<file path="src/rtl/jpeg_sof_parser.sv">
// SOF0/SOF1 frame-header parser: consumes the segment payload from the Lf high byte,
// captures component descriptors, validates the header and derives chroma format and MCU grid.
module jpeg_sof_parser #(
    parameter int MAX_COMP = 4,
    parameter int DIM_W    = 16
) (
    input  logic                  clk,
    input  logic                  rst,
    input  logic                  start,
    input  logic [7:0]            in_data,
    input  logic                  in_valid,
    output logic                  in_ready,
    output logic                  busy,
    output logic                  done,
    output logic [5:0]            err,
    output logic [DIM_W-1:0]      width,
    output logic [DIM_W-1:0]      height,
    output logic [2:0]            ncomp,
    output logic [8*MAX_COMP-1:0] comp_id,
    output logic [3*MAX_COMP-1:0] comp_h,
    output logic [3*MAX_COMP-1:0] comp_v,
    output logic [2*MAX_COMP-1:0] comp_tq,
    output logic [2:0]            hmax,
    output logic [2:0]            vmax,
    output logic [1:0]            fmt,
    output logic [DIM_W-1:0]      mcu_cols,
    output logic [DIM_W-1:0]      mcu_rows
);

    typedef enum logic [3:0] {
        IDLE, LEN_H, LEN_L, PREC, Y_H, Y_L, X_H, X_L, NF,
        C_ID, C_HV, C_TQ, SKIP, CALC, DONE
    } state_t;

    localparam logic [DIM_W+2:0] ONE = 1;

    state_t          state;
    logic [15:0]     lf;
    logic [15:0]     rem;
    logic [7:0]      nf;
    logic [7:0]      dim_hi;
    logic [2:0]      k;

    logic            accept;
    logic [15:0]     lf_full;
    logic [15:0]     rem_dec;
    logic [15:0]     lf_expect;
    logic            nf_bad;
    logic            len_bad;
    logic            hv_bad;

    function automatic logic sf_bad(input logic [3:0] f);
        return (f == 4'd0) || (f == 4'd3) || (f > 4'd4);
    endfunction

    // Block-size shift: 8 pixels per block times the max sampling factor (1, 2 or 4).
    function automatic logic [2:0] sh_of(input logic [2:0] m);
        case (m)
            3'd2:    return 3'd4;
            3'd4:    return 3'd5;
            default: return 3'd3;
        endcase
    endfunction

    always_comb begin
        in_ready = state inside {LEN_H, LEN_L, PREC, Y_H, Y_L, X_H, X_L, NF,
                                 C_ID, C_HV, C_TQ, SKIP};
    end

    assign accept    = in_valid & in_ready;
    assign lf_full   = {lf[15:8], in_data};
    assign rem_dec   = rem - 16'd1;
    assign lf_expect = 16'd8 + 16'd3 * {8'd0, in_data};
    assign nf_bad    = (in_data == 8'd0) || (in_data > 8'(MAX_COMP));
    assign len_bad   = (lf != lf_expect);
    assign hv_bad    = sf_bad(in_data[7:4]) || sf_bad(in_data[3:0]);

    // Per-slot "H=V=1" flags, zero-padded so chroma slots 1 and 2 exist for any MAX_COMP.
    logic [MAX_COMP-1:0] slot_unit;
    logic [3:0]          slot_unit_pad;

    generate
        for (genvar gi = 0; gi < MAX_COMP; gi++) begin : g_slot
            assign slot_unit[gi] = (comp_h[3*gi +: 3] == 3'd1) && (comp_v[3*gi +: 3] == 3'd1);
        end
    endgenerate

    assign slot_unit_pad = 4'(slot_unit);

    logic            parsed_ok;
    logic            mcu_ok;
    logic            zero_dim;
    logic            fmt_bad;
    logic [1:0]      fmt_calc;
    logic [5:0]      err_calc;
    logic [DIM_W+2:0] cols_wide;
    logic [DIM_W+2:0] rows_wide;

    always_comb begin
        fmt_calc  = 2'd0;
        fmt_bad   = 1'b0;
        parsed_ok = (err[1:0] == 2'b00);
        mcu_ok    = parsed_ok && !err[3];
        zero_dim  = (width == '0) || (height == '0);
        if (nf == 8'd1) begin
            fmt_calc = 2'd0;
        end else if (nf == 8'd3 && slot_unit_pad[1] && slot_unit_pad[2]) begin
            case ({comp_h[2:0], comp_v[2:0]})
                6'o11:   fmt_calc = 2'd1;
                6'o21:   fmt_calc = 2'd2;
                6'o22:   fmt_calc = 2'd3;
                default: fmt_bad  = 1'b1;
            endcase
        end else begin
            fmt_bad = 1'b1;
        end
        err_calc  = err | {zero_dim, 1'b0, parsed_ok & fmt_bad, 3'b000};
        cols_wide = ({3'b000, width}  + (ONE << sh_of(hmax)) - ONE) >> sh_of(hmax);
        rows_wide = ({3'b000, height} + (ONE << sh_of(vmax)) - ONE) >> sh_of(vmax);
    end

    always_ff @(posedge clk) begin
        if (rst) begin
            state    <= IDLE;
            busy     <= 1'b0;
            done     <= 1'b0;
            err      <= '0;
            width    <= '0;
            height   <= '0;
            ncomp    <= '0;
            comp_id  <= '0;
            comp_h   <= '0;
            comp_v   <= '0;
            comp_tq  <= '0;
            hmax     <= '0;
            vmax     <= '0;
            fmt      <= '0;
            mcu_cols <= '0;
            mcu_rows <= '0;
            lf       <= '0;
            rem      <= '0;
            nf       <= '0;
            dim_hi   <= '0;
            k        <= '0;
        end else begin
            done <= 1'b0;
            case (state)
                IDLE, DONE: begin
                    state <= IDLE;
                    if (start) begin
                        state    <= LEN_H;
                        busy     <= 1'b1;
                        err      <= '0;
                        width    <= '0;
                        height   <= '0;
                        ncomp    <= '0;
                        comp_id  <= '0;
                        comp_h   <= '0;
                        comp_v   <= '0;
                        comp_tq  <= '0;
                        hmax     <= '0;
                        vmax     <= '0;
                        fmt      <= '0;
                        mcu_cols <= '0;
                        mcu_rows <= '0;
                        k        <= '0;
                    end
                end
                LEN_H: if (accept) begin
                    lf[15:8] <= in_data;
                    state    <= LEN_L;
                end
                LEN_L: if (accept) begin
                    lf  <= lf_full;
                    rem <= lf_full - 16'd2;
                    if (lf_full < 16'd8) begin
                        err[0] <= 1'b1;
                        state  <= CALC;
                    end else begin
                        state  <= PREC;
                    end
                end
                PREC: if (accept) begin
                    rem <= rem_dec;
                    if (in_data != 8'd8) err[2] <= 1'b1;
                    state <= Y_H;
                end
                Y_H: if (accept) begin
                    rem    <= rem_dec;
                    dim_hi <= in_data;
                    state  <= Y_L;
                end
                Y_L: if (accept) begin
                    rem    <= rem_dec;
                    height <= DIM_W'({dim_hi, in_data});
                    state  <= X_H;
                end
                X_H: if (accept) begin
                    rem    <= rem_dec;
                    dim_hi <= in_data;
                    state  <= X_L;
                end
                X_L: if (accept) begin
                    rem   <= rem_dec;
                    width <= DIM_W'({dim_hi, in_data});
                    state <= NF;
                end
                NF: if (accept) begin
                    rem   <= rem_dec;
                    nf    <= in_data;
                    ncomp <= (in_data > 8'd7) ? 3'd7 : in_data[2:0];
                    if (nf_bad) err[1] <= 1'b1;
                    if (len_bad) err[0] <= 1'b1;
                    // Malformed header: drain what Lf says is left so the stream stays aligned.
                    if (nf_bad || len_bad) begin
                        state <= (rem_dec == 16'd0) ? CALC : SKIP;
                    end else begin
                        state <= C_ID;
                    end
                end
                C_ID: if (accept) begin
                    rem              <= rem_dec;
                    comp_id[k*8 +: 8] <= in_data;
                    state            <= C_HV;
                end
                C_HV: if (accept) begin
                    rem               <= rem_dec;
                    comp_h[k*3 +: 3]  <= in_data[6:4];
                    comp_v[k*3 +: 3]  <= in_data[2:0];
                    if (in_data[6:4] > hmax) hmax <= in_data[6:4];
                    if (in_data[2:0] > vmax) vmax <= in_data[2:0];
                    if (hv_bad) err[3] <= 1'b1;
                    state <= C_TQ;
                end
                C_TQ: if (accept) begin
                    rem              <= rem_dec;
                    comp_tq[k*2 +: 2] <= in_data[1:0];
                    if (in_data > 8'd3) err[4] <= 1'b1;
                    if ({5'd0, k} == nf - 8'd1) begin
                        state <= CALC;
                    end else begin
                        k     <= k + 3'd1;
                        state <= C_ID;
                    end
                end
                SKIP: if (accept) begin
                    rem <= rem_dec;
                    if (rem_dec == 16'd0) state <= CALC;
                end
                CALC: begin
                    err      <= err_calc;
                    fmt      <= fmt_calc;
                    mcu_cols <= mcu_ok ? cols_wide[DIM_W-1:0] : '0;
                    mcu_rows <= mcu_ok ? rows_wide[DIM_W-1:0] : '0;
                    busy     <= 1'b0;
                    done     <= 1'b1;
                    state    <= DONE;
                end
                default: state <= IDLE;
            endcase
        end
    end

endmodule

</file>
<file path="config.mk">
export PLATFORM = sky130hd
export DESIGN_NAME = jpeg_sof_parser
export DESIGN_NICKNAME = d
export VERILOG_FILES = /design/src/rtl/jpeg_sof_parser.sv
export SDC_FILE = /design/constraint.sdc
export NUM_CORES = 1
export LEC_CHECK = 0
export ABC_AREA = 1
export CAP_MARGIN = 25
export CORE_MARGIN = 2
export CORE_UTILIZATION = 25
export DETAILED_ROUTE_END_ITERATION = 8
export PLACE_DENSITY = 0.41
export SLEW_MARGIN = 15
export SYNTH_ARGS = -nofsm -noshare
export SYNTH_HDL_FRONTEND = slang
export SYNTH_SLANG_ARGS = --single-unit
export TNS_END_PERCENT = 20
</file>
<file path="constraint.sdc">
create_clock -name clk -period 3.7 [get_ports clk]
set_input_delay 0.74 -clock clk [delete_from_list [all_inputs] [get_ports clk]]
set_output_delay 0.74 -clock clk [all_outputs]
set_load 0.05 [all_outputs]
</file>
; Yosys cells after proc, flatten, opt, wreduce, memory -nomap -nowiden
; Cells that the tools add are included.
[totals]
ff_bits = 202
in_bits = 12
[classes]
n_addsub = 12
mul = 2
order_cmp = 8
n_eq_ne = 56
n_shift = 11
mux = 91
bitwise = 4
n_reduce_logical = 61
[op_table]
columns = op, count
row1 = one-hot mux 16 bit (2 select lines), 5
row2 = two-way mux 16 bit, 6
row3 = variable part select 3 x 34 -> 12 bit, 2
row4 = two-way mux 32 bit, 2
row5 = one-hot mux 32 bit (2 select lines), 1
row6 = two-way mux 4 bit, 14
row7 = one-hot mux 4 bit (14 select lines), 1
row8 = logical NOT 16 bit, 3
row9 = one-hot mux 12 bit (2 select lines), 2
row10 = adder 16 x 19 -> 19 bit, 2
row11 = << shifter 1 x 3 -> 19 bit (first input constant), 2
row12 = right shift 19 x 3 -> 16 bit, 2
row13 = subtractor 19 x 1 -> 19 bit (second input constant), 2
row14 = two-way mux 12 bit, 3
row15 = one-hot mux 3 bit (2 select lines), 6
row16 = inequality test 2 bit (second input constant), 17
row17 = negation 4 -> 34 bit, 1
row18 = negation 5 -> 34 bit, 1
row19 = negation 6 -> 34 bit, 1
row20 = variable shift 2 x 34 -> 8 bit (first input constant), 1
row21 = variable shift 3 x 34 -> 12 bit (first input constant), 1
row22 = variable shift 8 x 34 -> 32 bit (first input constant), 1
row23 = variable part select 2 x 34 -> 8 bit, 1
row24 = variable part select 8 x 34 -> 32 bit, 1
row25 = 62 further kinds, 167

; Longest topological paths before layout
; Gate-level depths: netlist of the first run.
[depth]
depth_word = 9
mapped_depth = 21

; Worst setup path after synthesis of the first run
; Ideal clock, no wire load.
[synth_timing]
kind = reg-to-reg
start = reg hmax[1]
end = reg mcu_cols[6]
setup_ps = 70
t_arrival_ps = 3110
slack_ps = 520
path_stages_with_launch = 17
n_path_buf = 0
synth_period_minus_slack_ps = 3180
path_cell_list = dfxtp_1 nand2_1 nor2_1 clkinv_1 ha_1 inv_1 ha_1 a21oi_1 nand2_1 a21boi_1 o21ai_0 or2_1 nand3_1 nand3_1 nand2_1 inv_1 a21oi_1
[synth_via]
elab_chain_cells = 8
word_cells_on_any_way = 9
classes_between = add/sub (2) / eq/ne (2) / shift (2) / mux (3)
[synth_lines]
columns = element, line
row1 = "start, declared", 23  ; output logic [2:0] hmax,
row2 = "start signal, assigned", 230  ; if (in_data[6:4] > hmax) hmax <= in_data[6:4];
row3 = equality test 3 bit / equality test 3 x 2 -> 1 bit (equally long branches), 58  ; case (m)
row4 = one-hot mux 3 bit (2 select lines) (*), 58
row5 = << shifter 1 x 3 -> 19 bit, 118  ; cols_wide = ({3'b000, width} + (ONE << sh_of(hmax)) - ONE) >> sh_of(hmax);
row6 = adder 16 x 19 -> 19 bit, 118
row7 = subtractor 19 x 1 -> 19 bit, 118
row8 = right shift 19 x 3 -> 16 bit (*), 118
row9 = two-way mux 16 bit (*), 253  ; mcu_cols <= mcu_ok ? cols_wide[DIM_W-1:0] : '0;
row10 = one-hot mux 16 bit (2 select lines) (*), 147  ; case (state)
row11 = "end signal, assigned", 253
row12 = "end, declared", 26  ; output logic [DIM_W-1:0] mcu_cols,
; Every way passes the cells marked *; elsewhere a longest branch is shown, timed or not.
; A chain may end at the register's enable or synchronous reset.

; Worst setup path in the final report of the first run
[layout_timing]
start = reg vmax[0]
end = reg mcu_rows[12]
[layout_via]
elab_chain_cells = 8
word_cells_on_any_way = 9
classes_between = add/sub (2) / eq/ne (2) / shift (2) / mux (3)
[layout_lines]
columns = element, line
row1 = "start, declared", 24  ; output logic [2:0] vmax,
row2 = "start signal, assigned", 231  ; if (in_data[2:0] > vmax) vmax <= in_data[2:0];
row3 = equality test 3 bit / equality test 3 x 2 -> 1 bit (equally long branches), 58
row4 = one-hot mux 3 bit (2 select lines) (*), 58
row5 = << shifter 1 x 3 -> 19 bit, 119  ; rows_wide = ({3'b000, height} + (ONE << sh_of(vmax)) - ONE) >> sh_of(vmax);
row6 = adder 16 x 19 -> 19 bit, 119
row7 = subtractor 19 x 1 -> 19 bit, 119
row8 = right shift 19 x 3 -> 16 bit (*), 119
row9 = two-way mux 16 bit (*), 254  ; mcu_rows <= mcu_ok ? rows_wide[DIM_W-1:0] : '0;
row10 = one-hot mux 16 bit (2 select lines) (*), 147
row11 = "end signal, assigned", 254
row12 = "end, declared", 27  ; output logic [DIM_W-1:0] mcu_rows
; Marked as above.

==> run metrics, run 1 <==
mapped cell area 0.0126 mm^2; Flop pwr share 19.5%; Net Sw Frac 51.4%; Die Ht 228 um; clock skew 0.0226 ns; Synth area leaders dfxtp_1, nand2_1, ha_1; CTS clk-pin slew, worst paths 0.06 ns; Slew Limit Headroom 43.1%; worst hold path type reg2reg; P_int 6.95 mW; Max Slew Vio Count 0; combinational share of power 60.0%; I/O Pins 160; Fmax achieved 0.314 GHz; DR pass1 iterations 5; die width 228 um; Port Buf Inserts 159; Final Power 14.3 mW; CTS Buffer Depth 3; clock latency on the worst-skew pair 0.56 ns; Leak Pwr 6.64 nW; Critical-path top delay cell dfxtp_1; Vias/cell 4.70; PD cells 892 mW/mm^2; slew of the pin with the lowest slew margin 0.854 ns; clk sink count 202; CP required 4.10 ns; critical path type reg2reg; post_cts resized 0; Initial Util 25.2%; clock root cell clkbuf_16; crit path launch type flip-flop; register area share after synthesis 32.2%; Most used DFF post-synth dfxtp_1; Distinct cells, synth 56; Final Hold Viols 0; gr ovfl total 0; final period utilization 86.0%; Psw 7.35 mW; drt drc 0; placer congestion estimate 0.871; Fin Setup TNS 0 ns; placed cells 2667; R2R cell count 19; Final nets 2128; Num CTS Buffers 27; global-route wire length before repair 73400 um; clock power share 20.4%; n_diodes 0; via count 12800; initial drt markers 725; CTS Hold Bufs 0; Routed Wire Length 47300 um; Routed Antenna Nets 0; VDD IR-drop max 396 uV; met1 wire length 22700 um; CTS H-tree depth 1; Syn Area/Cell 6.76 um^2; max-cap violations 0; Worst path most repeated cell nand2_1; Post-Layout Cell Count 2718; Area Growth Syn to Fin 27.5%; vias in the first global route 12500; CTS tree built; area share of the largest cell type after synthesis 32.2%; core area 0.0499 mm^2; Period minus WS final 3.18 ns; hold depth 2; worst path cell trace inv_1 > nand2_1 > nor2_1 > inv_1 > ha_1 > inv_1 > ha_1 > a21oi_1 > nand2_1 > nand3_1 > nand2_1 > nand3_1 > nand2_1 > nand2_1 > nand3_1 > nand2_1 > nand2_1 > nand2_1 > a21oi_1; area leader, netlist dfxtp_1; Syn Inst Count 1859; EDFF count, synth 0; number of synthesized register bits 202; post-detailed-route wirelength per cell 17.4 um; routed wl met3 2390 um; Post-CTS Setup Bufs 0; CP peak stage delay 0.47 ns; RSZ-0062 raised after global routing no; status complete, no violations; GR Util All Layers 17.8%; yosys warns 0; Synthesized Nets 1962; die area 0.0521 mm^2; Post-synth ARST share 0%; final setup violation count 0; largest net degree at the start of global routing 67; Worst Path Arrival 3.59 ns; Core Rows 82; Post-DP HPWL 35800 um; fraction of layout instances using a drive strength above 1 6.89%; DR top layer met5; worst-path fanout max 14; metal2 WL 21300 um; CP Capture Type flip-flop; initial antenna violation count 2
==> layout make-up <==
cell class / count / area, um^2
clock inverter: 15 / 219
tap: 672 / 841
sequential: 202 / 4040
timing repair buffer: 202 / 1930
fill: 5547 / 33800
multi-input combinational: 1349 / 7320
inverter: 243 / 912
clock buffer: 35 / 766
==> worst max-delay path, delay by kind of cell, from the launching register on <==
family,cells,cell delay [ns]
and+or+nand+nor,12,1.12
adders and majority gates,2,0.61
buffers and inverters,3,0.53
DFF,1,0.47
AOI/OAI and AO/OA,2,0.28
==> stage by stage <==
| step | hold slack (ns) | area, um^2 | setup slack [ns] | util, % |
|---|---|---|---|---|
| floorplan | 0.444 | 12600 | 0.520 | - |
| global placement | 0.446 | 15000 | 0.0806 | 30.1 |
| detailed placement | 0.449 | 15000 | 0.0978 | 30.1 |
| CTS | 0.461 | 16000 | 0.530 | 32.1 |
| global route | 0.471 | 16000 | 0.266 | 32.2 |
| finish | 0.461 | 16000 | 0.517 | 32.2 |
==> per-layer routing <==
| layer | GRT usage (%) | vias to the layer above |
|---|---|---|
| li1 | - | 6519 |
| met2 | 29.3 | 243 |
| met4 | 3.76 | 4 |
| met1 | 23.9 | 5950 |
| met5 | 0 | - |
| met3 | 3.82 | 46 |
==> final timing paths <==
path,start,to,slack (ns)
hold reg to reg,comp_tq[3],comp_tq[3],0.46
setup reg to reg,vmax[0],mcu_rows[12],0.52
setup / recovery,vmax[0],mcu_rows[12],0.52
hold / removal,comp_tq[3],comp_tq[3],0.46
==> layout by cell type, fill, tap and decap left out, drive strengths merged, types with 5 or more instances in the layout <==
master / instances
a211oi: 46
a21oi: 213
a22oi: 6
a31oi: 19
buf: 44
bufinv: 5
clkbuf: 35
clkdlybuf4s50: 158
clkinv: 8
dfxtp: 202
ha: 88
inv: 242
nand2: 432
nand3: 148
nand3b: 10
nand4: 36
nor2: 160
nor3: 23
o211ai: 7
o21a: 5
o21ai: 100
xnor2: 9
xor2: 18
==> cell usage after synthesis, types with 2 or more instances <==
master,count
a211oi_1,45
a21boi_0,2
a21oi_1,211
a22oi_1,6
a31oi_1,19
buf_2,17
buf_4,5
clkbuf_1,41
clkinv_1,2
dfxtp_1,202
fa_1,3
ha_1,88
inv_1,230
inv_2,11
nand2_1,421
nand2_2,9
nand2_4,2
nand3_1,147
nand3b_1,10
nand4_1,36
nor2_1,147
nor2_2,7
nor2_4,5
nor3_1,20
nor3_2,3
nor4_1,3
o2111ai_1,3
o211ai_1,7
o21a_1,5
o21ai_0,89
o21ai_1,7
o21ai_2,3
o21bai_1,4
or2_2,2
xnor2_1,9
xor2_1,18
==> sequential cells by signal (all words and copies together) (netlist names), 2 cells and up <==
register  cells
dim_hi        8
height       16
err           6
fmt           2
lf           16
nf            8
mcu_cols     16
comp_v       12
mcu_rows     16
comp_id      32
comp_h       12
vmax          3
width        16
ncomp         3
state         4
rem          16
comp_tq       8
hmax          3
k             3
==> cell families after synthesis <==
kind of cell	after synthesis	share of synthesized area, %
AND/OR/NAND/NOR	820	28.6
AO/OA/AOI/OAI	411	18.5
buffers and inverters	308	9.61
flip-flops	202	32.2
adder cells (fa/ha/maj)	91	9.24
XOR/XNOR	27	1.88
==> power by group through the flow <==
stage | Sequential, mW | Combinational (mW) | Clock [mW]
2_1_floorplan | 3.39 | 5.60 | 0
3_3_place_gp | 2.86 | 8.62 | 0
3_5_place_dp | 2.85 | 8.58 | 0
4_1_cts | 2.81 | 8.62 | 2.99
5_1_grt | 2.84 | 9.72 | 3.07
6_report | 2.80 | 8.59 | 2.92
Note: power is estimated with default switching activity, not from simulation.
==> inputs of run 2 (changes only) <==
--- a/config.mk
+++ b/config.mk
@@ -11,6 +11,7 @@
 export CORE_UTILIZATION = 25
 export DETAILED_ROUTE_END_ITERATION = 8
 export PLACE_DENSITY = 0.41
+export SETUP_SLACK_MARGIN = 0.02
 export SLEW_MARGIN = 15
 export SYNTH_ARGS = -nofsm -noshare
 export SYNTH_HDL_FRONTEND = slang
==> results of run 2 <==
Same layout as run 1: the final DEF is identical, and so are final timing and power.
